**src/rtl/kbd_pkg.sv**
```systemverilog
// kbd_pkg
//   Shared definitions for the PS/2 Set-2 scan-code decoder: decoder state
//   enum, prefix bytes, bytes the decoder ignores, and the table of
//   game-control keys whose pressed state is tracked.
//   No ports (package).

package kbd_pkg;

    typedef enum logic [2:0] {
        IDLE_ST,
        EXT_ST,
        BRK_ST,
        EXT_BRK_ST,
        PAUSE_ST
    } kbd_state_t;

    // Prefix bytes
    localparam logic [7:0] KBD_EXT   = 8'hE0;
    localparam logic [7:0] KBD_BRK   = 8'hF0;
    localparam logic [7:0] KBD_PAUSE = 8'hE1;

    // Keyboard status/response bytes that carry no key information
    localparam logic [7:0] KBD_BAT_OK  = 8'hAA;
    localparam logic [7:0] KBD_ACK     = 8'hFA;
    localparam logic [7:0] KBD_RESEND  = 8'hFE;
    localparam logic [7:0] KBD_ECHO    = 8'hEE;
    localparam logic [7:0] KBD_ERR_LO  = 8'h00;
    localparam logic [7:0] KBD_ERR_HI  = 8'hFF;

    // Shift codes the keyboard injects around some extended keys
    localparam logic [7:0] KBD_FAKE_LSHIFT = 8'h12;
    localparam logic [7:0] KBD_FAKE_RSHIFT = 8'h59;

    localparam int KBD_NUM_TRACKED = 8;

    // Tracked keys, index i maps to key_down[i]; bit8 is the E0 flag.
    // Concatenation is written MSB first, so entry 7 comes first.
    localparam logic [KBD_NUM_TRACKED-1:0][8:0] KBD_TRACKED = {
        9'h01D,   // 7 W
        9'h076,   // 6 ESC
        9'h05A,   // 5 ENTER
        9'h029,   // 4 SPACE
        9'h174,   // 3 RIGHT
        9'h16B,   // 2 LEFT
        9'h172,   // 1 DOWN
        9'h175    // 0 UP
    };

    function automatic logic is_ignored(input logic [7:0] b);
        return (b == KBD_BAT_OK) || (b == KBD_ACK) || (b == KBD_RESEND) ||
               (b == KBD_ECHO) || (b == KBD_ERR_LO) || (b == KBD_ERR_HI);
    endfunction

    function automatic logic is_fake_shift(input logic [7:0] b);
        return (b == KBD_FAKE_LSHIFT) || (b == KBD_FAKE_RSHIFT);
    endfunction

endpackage

```
**src/rtl/kbd_key_tracker.sv**
```systemverilog
// kbd_key_tracker
//   Holds the pressed-state bitmap of the tracked game-control keys.
//   Ports:
//     clk       in   system clock
//     reset     in   asynchronous active-high reset
//     ev_code   in   9-bit code of the event being decoded this cycle
//     ev_make   in   event is a make (press / typematic repeat)
//     ev_break  in   event is a break (release)
//     key_down  out  pressed state, bit i = KBD_TRACKED entry i

module kbd_key_tracker
    import kbd_pkg::*;
(
    input  logic       clk,
    input  logic       reset,
    input  logic [8:0] ev_code,
    input  logic       ev_make,
    input  logic       ev_break,
    output logic [7:0] key_down
);

    logic [KBD_NUM_TRACKED-1:0] hit;

    always_comb begin
        hit = '0;
        for (int i = 0; i < KBD_NUM_TRACKED; i++) begin
            hit[i] = (ev_code == KBD_TRACKED[i]);
        end
    end

    // Inputs are the unregistered decode results, so the bitmap lands in
    // the same cycle as the registered key_make/key_break pulses.
    always_ff @(posedge clk or posedge reset) begin
        if (reset) begin
            key_down <= 8'h00;
        end else if (ev_make) begin
            key_down <= key_down | hit;
        end else if (ev_break) begin
            key_down <= key_down & ~hit;
        end
    end

endmodule

```
**src/rtl/kbd_scancode_decoder.sv**
```systemverilog
// kbd_scancode_decoder
//   Decodes PS/2 Set-2 make/break/extended byte sequences into single key
//   events and tracks the pressed state of the game-control keys.
//   Ports:
//     clk        in   system clock
//     reset      in   asynchronous active-high reset
//     din[7:0]   in   byte from the PS/2 receiver, valid when din_new=1
//     din_new    in   one-cycle strobe for a new byte
//     key_code   out  last decoded key {E0 flag, scan code}, held
//     key_make   out  one-cycle pulse: key_code pressed (incl. repeats)
//     key_break  out  one-cycle pulse: key_code released
//     key_down   out  pressed bitmap of the tracked keys
//     seq_error  out  one-cycle pulse: prefix sequence timed out

module kbd_scancode_decoder
    import kbd_pkg::*;
#(
    parameter int TIMEOUT_CYCLES   = 1_000_000,
    parameter int PAUSE_SKIP_BYTES = 7
) (
    input  logic       clk,
    input  logic       reset,
    input  logic [7:0] din,
    input  logic       din_new,
    output logic [8:0] key_code,
    output logic       key_make,
    output logic       key_break,
    output logic [7:0] key_down,
    output logic       seq_error
);

    localparam int CNT_W  = $clog2(TIMEOUT_CYCLES + 1);
    localparam int SKIP_W = $clog2(PAUSE_SKIP_BYTES + 1);
    localparam logic [CNT_W-1:0] TMO_LAST = CNT_W'(TIMEOUT_CYCLES - 1);

    kbd_state_t        state, state_nxt;
    logic              ext, ext_nxt;
    logic [CNT_W-1:0]  tmo_cnt, tmo_cnt_nxt;
    logic [SKIP_W-1:0] skip_cnt, skip_cnt_nxt;
    logic              ev_make, ev_break, ev_tmo;
    logic [8:0]        ev_code;
    logic              in_prefix;

    always_ff @(posedge clk or posedge reset) begin
        if (reset) begin
            state     <= IDLE_ST;
            ext       <= 1'b0;
            tmo_cnt   <= '0;
            skip_cnt  <= '0;
            key_code  <= 9'h000;
            key_make  <= 1'b0;
            key_break <= 1'b0;
            seq_error <= 1'b0;
        end else begin
            state     <= state_nxt;
            ext       <= ext_nxt;
            tmo_cnt   <= tmo_cnt_nxt;
            skip_cnt  <= skip_cnt_nxt;
            key_make  <= ev_make;
            key_break <= ev_break;
            seq_error <= ev_tmo;
            if (ev_make || ev_break) begin
                key_code <= ev_code;
            end
        end
    end

    assign in_prefix = (state == EXT_ST) || (state == BRK_ST) || (state == EXT_BRK_ST);

    always_comb begin
        state_nxt    = state;
        ext_nxt      = ext;
        tmo_cnt_nxt  = '0;
        skip_cnt_nxt = skip_cnt;
        ev_make      = 1'b0;
        ev_break     = 1'b0;
        ev_tmo       = 1'b0;
        ev_code      = {ext, din};

        case (state)
            IDLE_ST: begin
                if (din_new) begin
                    if (din == KBD_EXT) begin
                        state_nxt = EXT_ST;
                        ext_nxt   = 1'b1;
                    end else if (din == KBD_BRK) begin
                        state_nxt = BRK_ST;
                    end else if (din == KBD_PAUSE) begin
                        state_nxt    = PAUSE_ST;
                        skip_cnt_nxt = SKIP_W'(PAUSE_SKIP_BYTES);
                    end else if (!is_ignored(din)) begin
                        ev_make = 1'b1;
                        ev_code = {1'b0, din};
                    end
                end
            end

            EXT_ST: begin
                if (din_new) begin
                    if (din == KBD_BRK) begin
                        state_nxt = EXT_BRK_ST;
                    end else if (din == KBD_EXT) begin
                        state_nxt = EXT_ST;
                    end else begin
                        state_nxt = IDLE_ST;
                        ext_nxt   = 1'b0;
                        if (!is_fake_shift(din)) begin
                            ev_make = 1'b1;
                            ev_code = {1'b1, din};
                        end
                    end
                end
            end

            BRK_ST: begin
                if (din_new) begin
                    state_nxt = IDLE_ST;
                    ext_nxt   = 1'b0;
                    ev_break  = 1'b1;
                    ev_code   = {1'b0, din};
                end
            end

            EXT_BRK_ST: begin
                if (din_new) begin
                    state_nxt = IDLE_ST;
                    ext_nxt   = 1'b0;
                    if (!is_fake_shift(din)) begin
                        ev_break = 1'b1;
                        ev_code  = {1'b1, din};
                    end
                end
            end

            PAUSE_ST: begin
                // The Pause key has no break code; its tail bytes are dropped
                if (din_new) begin
                    skip_cnt_nxt = skip_cnt - 1'b1;
                    if (skip_cnt <= SKIP_W'(1)) begin
                        state_nxt = IDLE_ST;
                    end
                end
            end

            default: begin
                state_nxt = IDLE_ST;
                ext_nxt   = 1'b0;
            end
        endcase

        // An arriving byte always clears the counter (default above), so a
        // byte landing in the expiry cycle cancels the timeout.
        if (in_prefix && !din_new) begin
            if (tmo_cnt == TMO_LAST) begin
                ev_tmo    = 1'b1;
                state_nxt = IDLE_ST;
                ext_nxt   = 1'b0;
            end else begin
                tmo_cnt_nxt = tmo_cnt + 1'b1;
            end
        end
    end

    kbd_key_tracker u_tracker (
        .clk      (clk),
        .reset    (reset),
        .ev_code  (ev_code),
        .ev_make  (ev_make),
        .ev_break (ev_break),
        .key_down (key_down)
    );

endmodule

```
**config.mk**
```make
export PLATFORM = sky130hd
export DESIGN_NAME = kbd_scancode_decoder
export DESIGN_NICKNAME = d
export VERILOG_FILES = /design/src/rtl/kbd_pkg.sv /design/src/rtl/kbd_key_tracker.sv /design/src/rtl/kbd_scancode_decoder.sv
export SDC_FILE = /design/constraint.sdc
export NUM_CORES = 1
export LEC_CHECK = 0
export CAP_MARGIN = 20
export CORE_MARGIN = 1
export CORE_UTILIZATION = 40
export DETAILED_ROUTE_END_ITERATION = 10
export PLACE_DENSITY_LB_ADDON = 0.12
export SYNTH_ARGS = -nofsm -noshare
export SYNTH_HDL_FRONTEND = slang
export SYNTH_SLANG_ARGS = --single-unit
```
**constraint.sdc**
```tcl
create_clock -name clk -period 3.55 [get_ports clk]
set_input_delay 0.5325 -clock clk [delete_from_list [all_inputs] [get_ports clk]]
set_output_delay 0.5325 -clock clk [all_outputs]
set_load 0.02 [all_outputs]
```
-- After elaboration in Yosys (flattened, before gate mapping)
Index checks and enable logic that the tools add are counted.
- bits in registers: 47
- input bits: 11
- output and inout bits: 20
- logic and storage cells: 119
- add/subtract/negate cells: 2
- $lt $le $gt $ge: 1
- equality and inequality tests: 28
- mux-type cells: 59
- bitwise operators: 3
- reduce and logical (&&, ||, !) cells: 17
- operators with widths (operator ; count):
    2-to-1 mux 9 bit ; 11
    equality test 8 bit, second input constant ; 8
    2-to-1 mux 3 bit ; 15
    2-to-1 mux 20 bit ; 2
    equality test 9 bit, second input constant ; 4
    case mux 9 bit (4 select lines) ; 1
    2-to-1 mux 1 bit ; 22
    adder 20 x 1 -> 20 bit, second input constant ; 1
    equality test 20 bit, second input constant ; 1
    equality test 9 x 7 -> 1 bit, second input constant ; 2
    2-to-1 mux 8 bit ; 2
    case mux 3 bit (4 select lines) ; 1
    inequality test 2 bit, second input constant ; 5
    equality test 9 x 5 -> 1 bit, second input constant ; 1
    equality test 9 x 6 -> 1 bit, second input constant ; 1
    logical OR 1 bit ; 9
    AND 8 bit ; 1
    equality test 8 x 5 -> 1 bit, second input constant ; 1
    equality test 8 x 7 -> 1 bit, second input constant ; 1
    logical NOT 8 bit ; 1
    NOT 8 bit ; 1
    OR 8 bit ; 1
    equality test 3 x 2 -> 1 bit, second input constant ; 2
    case mux 3 bit (2 select lines) ; 1
    other kinds (13) ; 15

-- Depth between registers and ports, before layout
Gate-level depths: netlist of run 1.
- depth in word-level cells: 17
- mapped depth: 9
- depth with buffers taken out: 7

-- Modules after synthesis
Synthesis of run 1 repeated with hierarchy kept, for this count alone.
- cell total of the unflattened synthesis: 242
- area, all modules: 2466.1 sq um
- modules (own cells, without submodules) (module ; instances ; cells each ; area an instance (sq um) ; seq. area each (sq um)):
    kbd_scancode_decoder ; 1 ; 197 ; 1988.2 ; 975.9
    kbd_key_tracker ; 1 ; 45 ; 478.0 ; 200.2

-- Least setup slack after synthesis of run 1
OpenSTA, ideal clock, no wires.
- path kind: input to register
- start point: in din[1]
- end point: reg with a tool-made name
- library setup time: 0.128 ns
- arrival time: 2.402 ns
- required time: 3.422 ns
- setup slack: 1.021 ns
- stages: 8
- buffers on the path: 1
- path through: buf_6 -> or4_1 -> nor3_2 -> nor3_1 -> and2_4 -> o311a_4 -> nor4_2 -> mux2_1
- RTL lines (element ; RTL line ; RTL):
    from (decl) ; kbd_scancode_decoder.sv:23 ; input logic [7:0] din,

==> results of run 1 <==
[path summary, 6_finish.rpt]
| check | start | end | slack (ns) | cells past startpoint |
|---|---|---|---|---|
| worst min-delay path | reset | tmo_cnt[9] | 0.41 | 2 |
| max in group asynchronous | reset | key_make | 2.71 | 3 |
| worst min register to register | key_code[8] | key_code[8] | 0.50 | 1 |
| worst max register to register | state[2] | flip-flop | 1.31 | 5 |
| min in group clk | key_code[8] | key_code[8] | 0.50 | 1 |
| worst max-delay path | din[1] | flip-flop | 0.52 | 8 |
[power groups by stage]
stage	clock network [mW]	registers [mW]	logic, mW
floorplan	0	0.600	0.0802
global placement	0	0.585	0.165
detailed placement	0	0.584	0.165
CTS	0.391	0.574	0.166
global route	0.412	0.578	0.184
finish	0.382	0.574	0.167
[placed cells by master, fill, tap and decap left out, types with 7 or more instances in the layout]
master           count
dfrtp_1             47
nor2_1              33
clkdlybuf4s50_1     30
nand2_1             15
nand3_1             13
xor2_1              12
nand4_1             10
mux2_2               9
nor3_1               8
a21oi_1              8
xnor2_1              7
[worst max-delay path: cells and delay by family]
kind                   cells  cell delay, ns
AO/OA/AOI/OAI              2            0.40
buffers and inverters      1            0.68
multiplexers               1            0.38
AND/OR/NAND/NOR            4            1.22
[logic make-up (layout without fill, tap and decap cells)]
| kind of cell | after synthesis | after routing |
|---|---|---|
| flip-flops | 47 | 47 |
| multiplexers | 13 | 13 |
| AND/OR/NAND/NOR | 124 | 124 |
| adder cells (fa/ha/maj) | 3 | 3 |
| buffers and inverters | 19 | 50 |
| AO/OA/AOI/OAI | 30 | 30 |
| XOR/XNOR | 19 | 19 |
[per-stage QoR]
stage	hold WS, ns	util
3_5_place_dp	0.484	0.482
5_1_grt	0.426	0.502
6_report	0.412	0.502
3_3_place_gp	0.483	0.482
2_1_floorplan	0.469	-
4_1_cts	0.504	0.499
[area by class of cell]
type | instances | area share
Clock inverter | 1 | 0.00998
Multi-Input combinational cell | 189 | 0.416
Sequential cell | 47 | 0.391
Inverter | 7 | 0.00874
Clock buffer | 6 | 0.0241
Tap cell | 75 | 0.0312
Timing Repair Buffer | 36 | 0.119
[layer usage]
layer / global-route usage / vias up / share of wire / wire (um)
met5: 0 / - / 0 / 0
met1: 0.285 / 926 / 0.54 / 2980
met4: 0.0536 / 0 / 0.012 / 66
li1: - / 962 / - / -
met2: 0.253 / 36 / 0.41 / 2260
met3: 0.0371 / 5 / 0.036 / 201
==> results.tsv, run 1 <==
metric	value	unit
start_util	0.419	
ant_nets	0	
grt_max_degree	48	
synthTopCellsByArea	dfrtp_1, nor2_1, xor2_1, mux2_2, nand3_1	
cts.sinks	47	
synth-xor-area-share	0.0662	
start_kind	input port	
final_cells	361	
cts_htree_levels	2	
drv_slew	0	
syn_area	2510	um2
cts_tree	built	
finalHoldViolCount	0	
synthSimpleGateAreaFrac	0.275	
slew_headroom	0.587	
die_w	81.3	um
total_power	1.12	mW
yosysWarnings	0	
synthTopCellsByCount	dfrtp_1, nor2_1, nand2_1	
irDropWorstVdd	0.000254	V
routed_wl	5.51	mm
drtIter0Drc	142	
maxCapViolations	0	
diodes	0	
setup_viol	0	
p_leak	1.23	nW
yosysTopAreaCellShare	0.468	
synth_top_family_by_area	simple AND/OR/NAND/NOR gates	
post_cts_buffers	0	
drt-pass1-iter-count	4	
nFillCells	563	
async_reset_ff_frac	1.00	
rows	28	
cts-root-buf	clkbuf_8	
hold_path.class	input port to asynchronous set/reset pin	
drive_gt1_frac	0.122	
synthCells	255	
powerDensity	373	nW/um2
cp_max_fo	10	
drc_errors	0	
synthMuxAreaShare	0.0583	
crit_chain	clkdlybuf4s50_1 -> or2b_1 -> or3_1 -> a21oi_1 -> or3_1 -> o311ai_0 -> nor3_1 -> mux2_2	
yosys.area.top_type	dfrtp_1	
ys_types	45	
pwr-share-seq	0.511	
switchingPower	0.283	mW
p_clk_frac	0.341	
antenna_found_initial	0	
synth_fa_ha_area_frac	0.0149	
dpl_cell_area	2890	um2
synth_ff_type	dfrtp_1	
wl_per_cell	15.3	um
multiInputGateArea	1250	um2
grt_setup_unrepaired	false	
synth_nets	269	
finalNetCount	300	
gp_congestion	0.841	
pin_count	31	
postLayoutCellArea	3010	um2
path_class	input port to flip-flop	
overflow	0	
grt_pass1_vias	1823	
worstSkewPairLatency	0.30	ns
via_count	1929	
internal_power	0.840	mW
die_y	81.3	um
seq_area_frac_synth	0.468	
synth_seq_cells	47	
outcome	finished clean	
skew	0.00583	ns
grt_use_total	0.184	
critPathRequiredTime	3.74	ns
detailedPlace.worstSlack	0.264	ns
design.die.area	6600	um2
core_area	5990	um2
power_switching_share	0.252	
area.growth.synth_to_final	19.7	%
grt_pass1_wl	9.09	mm
synth_compound_area_frac	0.0837	
crit_slowest_cell	clkdlybuf4s50_1	
fin_ws	0.518	ns
critPathMaxStageDelay	0.68	ns
worst_pin_slew	0.620	ns
numCtsBuffers	5	
synth_edf_count	0	
crit_path_frequent_cell	or3_1	
max_freq	330	MHz
period_share	0.854	
setup_tns	0	ns
cts-resized-gates	0	
fin_crit	3.03	ns
cts_hold_buf	0	
clockBufferDepth	2	
place_hpwl	3.89	mm
p_comb_frac	0.149	
seq_area	1180	um2
io_buffers	30	
routed_via_density	5.34	
clkTransAtPathRegs	0.08	ns
critPathCaptureType	flip-flop	
synth_most_common_cell	dfrtp_1	
arrival	3.22	ns
synth_area_per_cell	9.85	um2
dp.cells	353	
(Power assumes the default switching activity.)
==> run 2, diff against run 1 <==
- CORE_MARGIN: 1 -> 3
==> run 2 against run 1 <==
Fmax fell by 0.23%. Sequential share of layout area barely moved. Final cell count rose by 0.55%. Die area rose by 10%. First-iteration DRC count rose by 25%. Count of clock-buffer cells in the layout did not move. Critical path depth did not move. Via count rose by 1.3%. Clock skew rose by 0.00065 ns.
==> results.tsv, run 2 (synthesis gave the netlist of run 1 again) <==
metric	value	unit	change
setup_tns	0	ns	unchanged
grt_use_total	0.165		was 0.184
rows	28		unchanged
numCtsBuffers	5		unchanged
switchingPower	0.306	mW	was 0.283 mW
area.growth.synth_to_final	19.8	%	was 19.7%
via_count	1954		was 1929
routed_wl	5.55	mm	was 5.51 mm
cts-root-buf	clkbuf_8		unchanged
seq_area	1180	um2	unchanged
outcome	finished clean		unchanged
whs	0.501	ns	was 0.412 ns
multiInputGateArea	1250	um2	unchanged
fin_crit	3.04	ns	was 3.03 ns
overflow	0		unchanged
nFillCells	544		was 563
path_class	input port to flip-flop		unchanged
cts_hold_buf	0		unchanged
drc_errors	0		unchanged
period_share	0.856		was 0.854
start_util	0.419		unchanged
cts_tree	built		unchanged
grt_max_degree	48		unchanged
die_w	85.3	um	was 81.3 um
p_leak	1.23	nW	about the same
grt_pass1_vias	1849		was 1823
mostFrequentLayoutCell	dfrtp_1		unchanged
p_clk_frac	0.324		was 0.341
drtIter0Drc	177		was 142
diodes	0		unchanged
gp_congestion	0.870		was 0.841
antenna_found_initial	0		unchanged
critPathCaptureType	flip-flop		unchanged
grt_pass1_wl	9.46	mm	was 9.09 mm
worstSkewPairLatency	0.31	ns	was 0.30 ns
io_buffers	30		unchanged
design.die.area	7270	um2	was 6600 um2
final_cell_mix	dfrtp_1, nor2_1, clkdlybuf4s50_1, nand2_1, nand3_1		unchanged
die_y	85.3	um	was 81.3 um
finalHoldViolCount	0		unchanged
pin_count	31		unchanged
cts_htree_levels	2		unchanged
finalNetCount	301		was 300
clockBufferDepth	2		unchanged
irDropWorstVdd	0.000203	V	was 0.000254 V
powerDensity	365	nW/um2	was 373 nW/um2
skew	0.00648	ns	was 0.00583 ns
critPathRequiredTime	3.75	ns	was 3.74 ns
cts-resized-gates	0		unchanged
clkTransAtPathRegs	0.09	ns	was 0.08 ns
start_kind	input port		unchanged
dpl_cell_area	2890	um2	about the same
maxCapViolations	0		unchanged
grt_setup_unrepaired	false		unchanged
drv_slew	0		unchanged
slew_headroom	0.588		was 0.587
drt-pass1-iter-count	4		unchanged
worst_pin_slew	0.618	ns	was 0.620 ns
pwr-share-seq	0.523		was 0.511
post_cts_buffers	0		unchanged
postLayoutCellArea	3010	um2	about the same
cts.sinks	47		unchanged
max_freq	329	MHz	was 330 MHz
place_hpwl	3.89	mm	about the same
wl_per_cell	15.3	um	about the same
p_comb_frac	0.153		was 0.149
arrival	3.23	ns	was 3.22 ns
setup_viol	0		unchanged
cp_max_fo	10		unchanged
core_area	5990	um2	unchanged
ant_nets	0		unchanged
hold_path.class	input port to asynchronous set/reset pin		unchanged
power_switching_share	0.278		was 0.252
drive_gt1_frac	0.132		was 0.122
internal_power	0.794	mW	was 0.840 mW
routed_via_density	5.38		was 5.34
-- run 2: cell count changes in the layout (fill, tap and decap cells not counted) --
cell,before,now
inv_6,0,1
clkbuf_1,1,0
buf_4,5,6
bufinv_16,1,0
clkbuf_8,5,6
clkinv_2,0,1
-- run 2: stage by stage --
stage	util	power (mW)	setup slack, ns	instances
final	0.502	1.10	0.511	363
after floorplan	-	0.680	1.02	255
after CTS	0.499	1.11	0.580	362
after global placement	0.483	0.752	0.278	354
after global routing	0.502	1.15	0.386	363
after detailed placement	0.483	0.751	0.261	354
-- run 2: final timing paths --
check                                from           to  slack, ns  depth (start not counted)
worst max-delay path               din[1]    flip-flop       0.51                          8
worst min-delay path                reset  tmo_cnt[15]       0.50                          2
worst max register to register   state[2]    flip-flop       1.24                          6
worst min register to register  flip-flop    flip-flop       0.50                          1
max in group asynchronous           reset     state[1]       2.57                          3
min in group clk                flip-flop    flip-flop       0.50                          1
-- run 2: power by group through the flow --
stage               sequential (mW)  clock [mW]  combinational [mW]
detailed placement            0.586           0               0.165
finish                        0.575       0.357               0.168
global placement              0.586           0               0.166
CTS                           0.575       0.370               0.166
floorplan                     0.600           0              0.0802
global route                  0.578       0.391               0.184
-- run 2: cell type report --
| cell class | count | share of cell area |
|---|---|---|
| Multi-Input combinational cell | 189 | 0.416 |
| Sequential cell | 47 | 0.391 |
| Timing Repair Buffer | 37 | 0.121 |
| Tap cell | 75 | 0.0312 |
| Clock buffer | 6 | 0.0274 |
| Inverter | 7 | 0.00873 |
| Clock inverter | 2 | 0.00457 |
-- run 2: critical path, cell delays in order --
cell and delay (ns):
clkdlybuf4s50_1 0.69, or2b_1 0.32, or3_1 0.32, a21oi_1 0.23, or3_1 0.21, o311ai_0 0.18, nor3_1 0.36, mux2_2 0.38
-- run 2: metal layers --
layer	part of all wire	track usage	vias up
met5	0	0	-
met4	0.014	0.0532	0
met3	0.046	0.0447	7
met2	0.39	0.205	55
met1	0.55	0.268	923
li1	-	-	969
==> run 3, diff against run 2 <==
- CORE_UTILIZATION: 40 -> 34
- CTS_BUF_LIST: default -> sky130_fd_sc_hd__clkbuf_8
==> run 3 against run 2 <==
Global-route usage fell by 2.3 points. Worst setup slack better by 0.16 ns. Clock skew is 0.0046 ns lower. Via count decreased by 0.10%. Total power up 2.2%. Non-clock buffer count down 4. Sequential cell count stayed put. Die area rose by 16%. Largest cell class unchanged.
==> results.tsv, run 3 (synthesis gave the netlist of run 1 again) <==
metric	value	unit	change
outcome	finished clean		unchanged
core_area	6980	um2	was 5990 um2
crit_path_end	key_code[2]		
place_hpwl	3.96	mm	was 3.89 mm
wl_per_cell	14.9	um	was 15.3 um
period_share	0.812		was 0.856
overflow	0		unchanged
pwr-share-seq	0.511		was 0.523
timing.rr.end	tmo_cnt[15]		
cts_hold_buf	0		unchanged
switchingPower	0.287	mW	was 0.306 mW
gp_congestion	0.816		was 0.870
finalHoldViolCount	0		unchanged
numCtsBuffers	5		unchanged
drive_gt1_frac	0.117		was 0.132
worstSetupStartpoint	din[1]		unchanged
fin_ws	0.669	ns	was 0.511 ns
pin_count	31		unchanged
critPathBufInv	1		unchanged
detailedPlace.worstSlack	0.311	ns	was 0.261 ns
slew_headroom	0.550		was 0.588
setup_tns	0	ns	unchanged
antenna_found_initial	0		unchanged
die_w	92.0	um	was 85.3 um
final_cell_mix	dfrtp_1, nor2_1, clkdlybuf4s50_1, nand2_1, nand3_1		unchanged
power_switching_share	0.255		was 0.278
p_comb_frac	0.146		was 0.153
nFillCells	716		was 544
cts-resized-gates	0		unchanged
grt_use_total	0.142		was 0.165
finalNetCount	297		was 301
critPathCaptureType	flip-flop		unchanged
crit_path_frequent_cell	a21o_1		was or3_1
cts_tree	built		unchanged
cts-root-buf	clkbuf_8		unchanged
total_power	1.12	mW	was 1.10 mW
arrival	3.07	ns	was 3.23 ns
max_freq	347	MHz	was 329 MHz
grt_max_degree	48		unchanged
skew	0.00191	ns	was 0.00648 ns
p_clk_frac	0.343		was 0.324
clkTransAtPathRegs	0.08	ns	was 0.09 ns
critPathRequiredTime	3.74	ns	was 3.75 ns
drc_errors	0		unchanged
worstSkewPairLatency	0.30	ns	was 0.31 ns
grt_pass1_vias	1944		was 1849
io_buffers	30		unchanged
crit_slowest_cell	clkdlybuf4s50_1		unchanged
rrSetupSlack	1.34	ns	was 1.24 ns
mostFrequentLayoutCell	dfrtp_1		unchanged
ant_nets	0		unchanged
crit_chain	clkdlybuf4s50_1 -> or2b_1 -> or3_1 -> a21oi_1 -> a21o_1 -> a21o_1 -> mux2_2		was clkdlybuf4s50_1 -> or2b_1 -> or3_1 -> a21oi_1 -> or3_1 -> o311ai_0 -> nor3_1 -> mux2_2
setup_viol	0		unchanged
fin_crit	2.88	ns	was 3.04 ns
start_util	0.360		was 0.419
critPathTopFamily	compound AO/OA/AOI/OAI gates		was simple AND/OR/NAND/NOR gates
internal_power	0.837	mW	was 0.794 mW
dpl_cell_area	2890	um2	about the same
grt_pass1_wl	9.77	mm	was 9.46 mm
hold_path.class	flip-flop to flip-flop		was input port to asynchronous set/reset pin
irDropWorstVdd	0.000194	V	was 0.000203 V
clockBufferDepth	2		unchanged
p_leak	1.21	nW	was 1.23 nW
fin_util	0.432		was 0.502
worst_pin_slew	0.675	ns	was 0.618 ns
whs	0.500	ns	was 0.501 ns
cts.sinks	47		unchanged
r2r_start	tmo_cnt[0]		was state[2]
routed_wl	5.65	mm	was 5.55 mm
path_class	input port to flip-flop		unchanged
drv_slew	0		unchanged
powerDensity	373	nW/um2	was 365 nW/um2
via_count	1952		was 1954
drtIter0Drc	102		was 177
reg2reg_depth	5		was 6
worst-path-stages	7		was 8
grt_setup_unrepaired	false		unchanged
dp.cells	371		was 354
routed_via_density	5.15		was 5.38
maxCapViolations	0		unchanged
cp_max_fo	10		unchanged
start_kind	input port		unchanged
design.die.area	8460	um2	was 7270 um2
area.growth.synth_to_final	20.0	%	was 19.8%
cts_htree_levels	2		unchanged
die_y	92.0	um	was 85.3 um
critPathMaxStageDelay	0.67	ns	was 0.69 ns
diodes	0		unchanged
rows	30		was 28
postLayoutCellArea	3020	um2	was 3010 um2
drt-pass1-iter-count	4		unchanged
post_cts_buffers	0		unchanged
final_cells	379		was 363
[run 3: cell types whose count changed in the layout (fill, tap and decap cells not counted), sizes merged]
cell / change
clkinv: -1
clkinvlp: +1
buf: -4
bufinv: +1
clkbuf: -1
inv: -1
[run 3: worst min path at each step]
stage / start / endpoint / slack, ns / depth (start not counted)
floorplan: tmo_cnt[0] / tmo_cnt[0] / 0.47 / 1
global placement: flip-flop / flip-flop / 0.48 / 1
detailed placement: flip-flop / flip-flop / 0.48 / 1
CTS: flip-flop / flip-flop / 0.50 / 1
global route: flip-flop / flip-flop / 0.53 / 1
finish: flip-flop / flip-flop / 0.50 / 1
[run 3: metal layers]
metal / vias up / routed length [um] / global-route usage
met5: - / 0 / 0
met2: 41 / 2390 / 0.190
met3: 5 / 232 / 0.0361
met1: 947 / 2980 / 0.221
li1: 959 / - / -
met4: 0 / 48 / 0.0408
[run 3: power by group through the flow]
stage               Sequential, mW  Clock [mW]  Combinational, mW
global route                 0.578       0.429              0.181
floorplan                    0.600           0             0.0802
finish                       0.574       0.385              0.164
detailed placement           0.585           0              0.164
global placement             0.585           0              0.164
CTS                          0.574       0.402              0.165
[run 3: layout make-up]
| cell class | count | area (um2) | share of cell area |
|---|---|---|---|
| Sequential cell | 47 | 1180 | 0.390 |
| Multi-Input combinational cell | 189 | 1250 | 0.415 |
| Clock buffer | 5 | 68.8 | 0.0228 |
| Tap cell | 96 | 120 | 0.0398 |
| Inverter | 7 | 26.3 | 0.00871 |
| Timing Repair Buffer | 33 | 335 | 0.111 |
| Clock inverter | 2 | 37.5 | 0.0124 |
[run 3: worst reg2reg max path, stage by stage (launching register included)]
cell	delay, ns
dfrtp_1	0.42
ha_1	0.22
nand4_1	0.20
nor4_1	0.48
or4_1	0.62
nor2_1	0.13
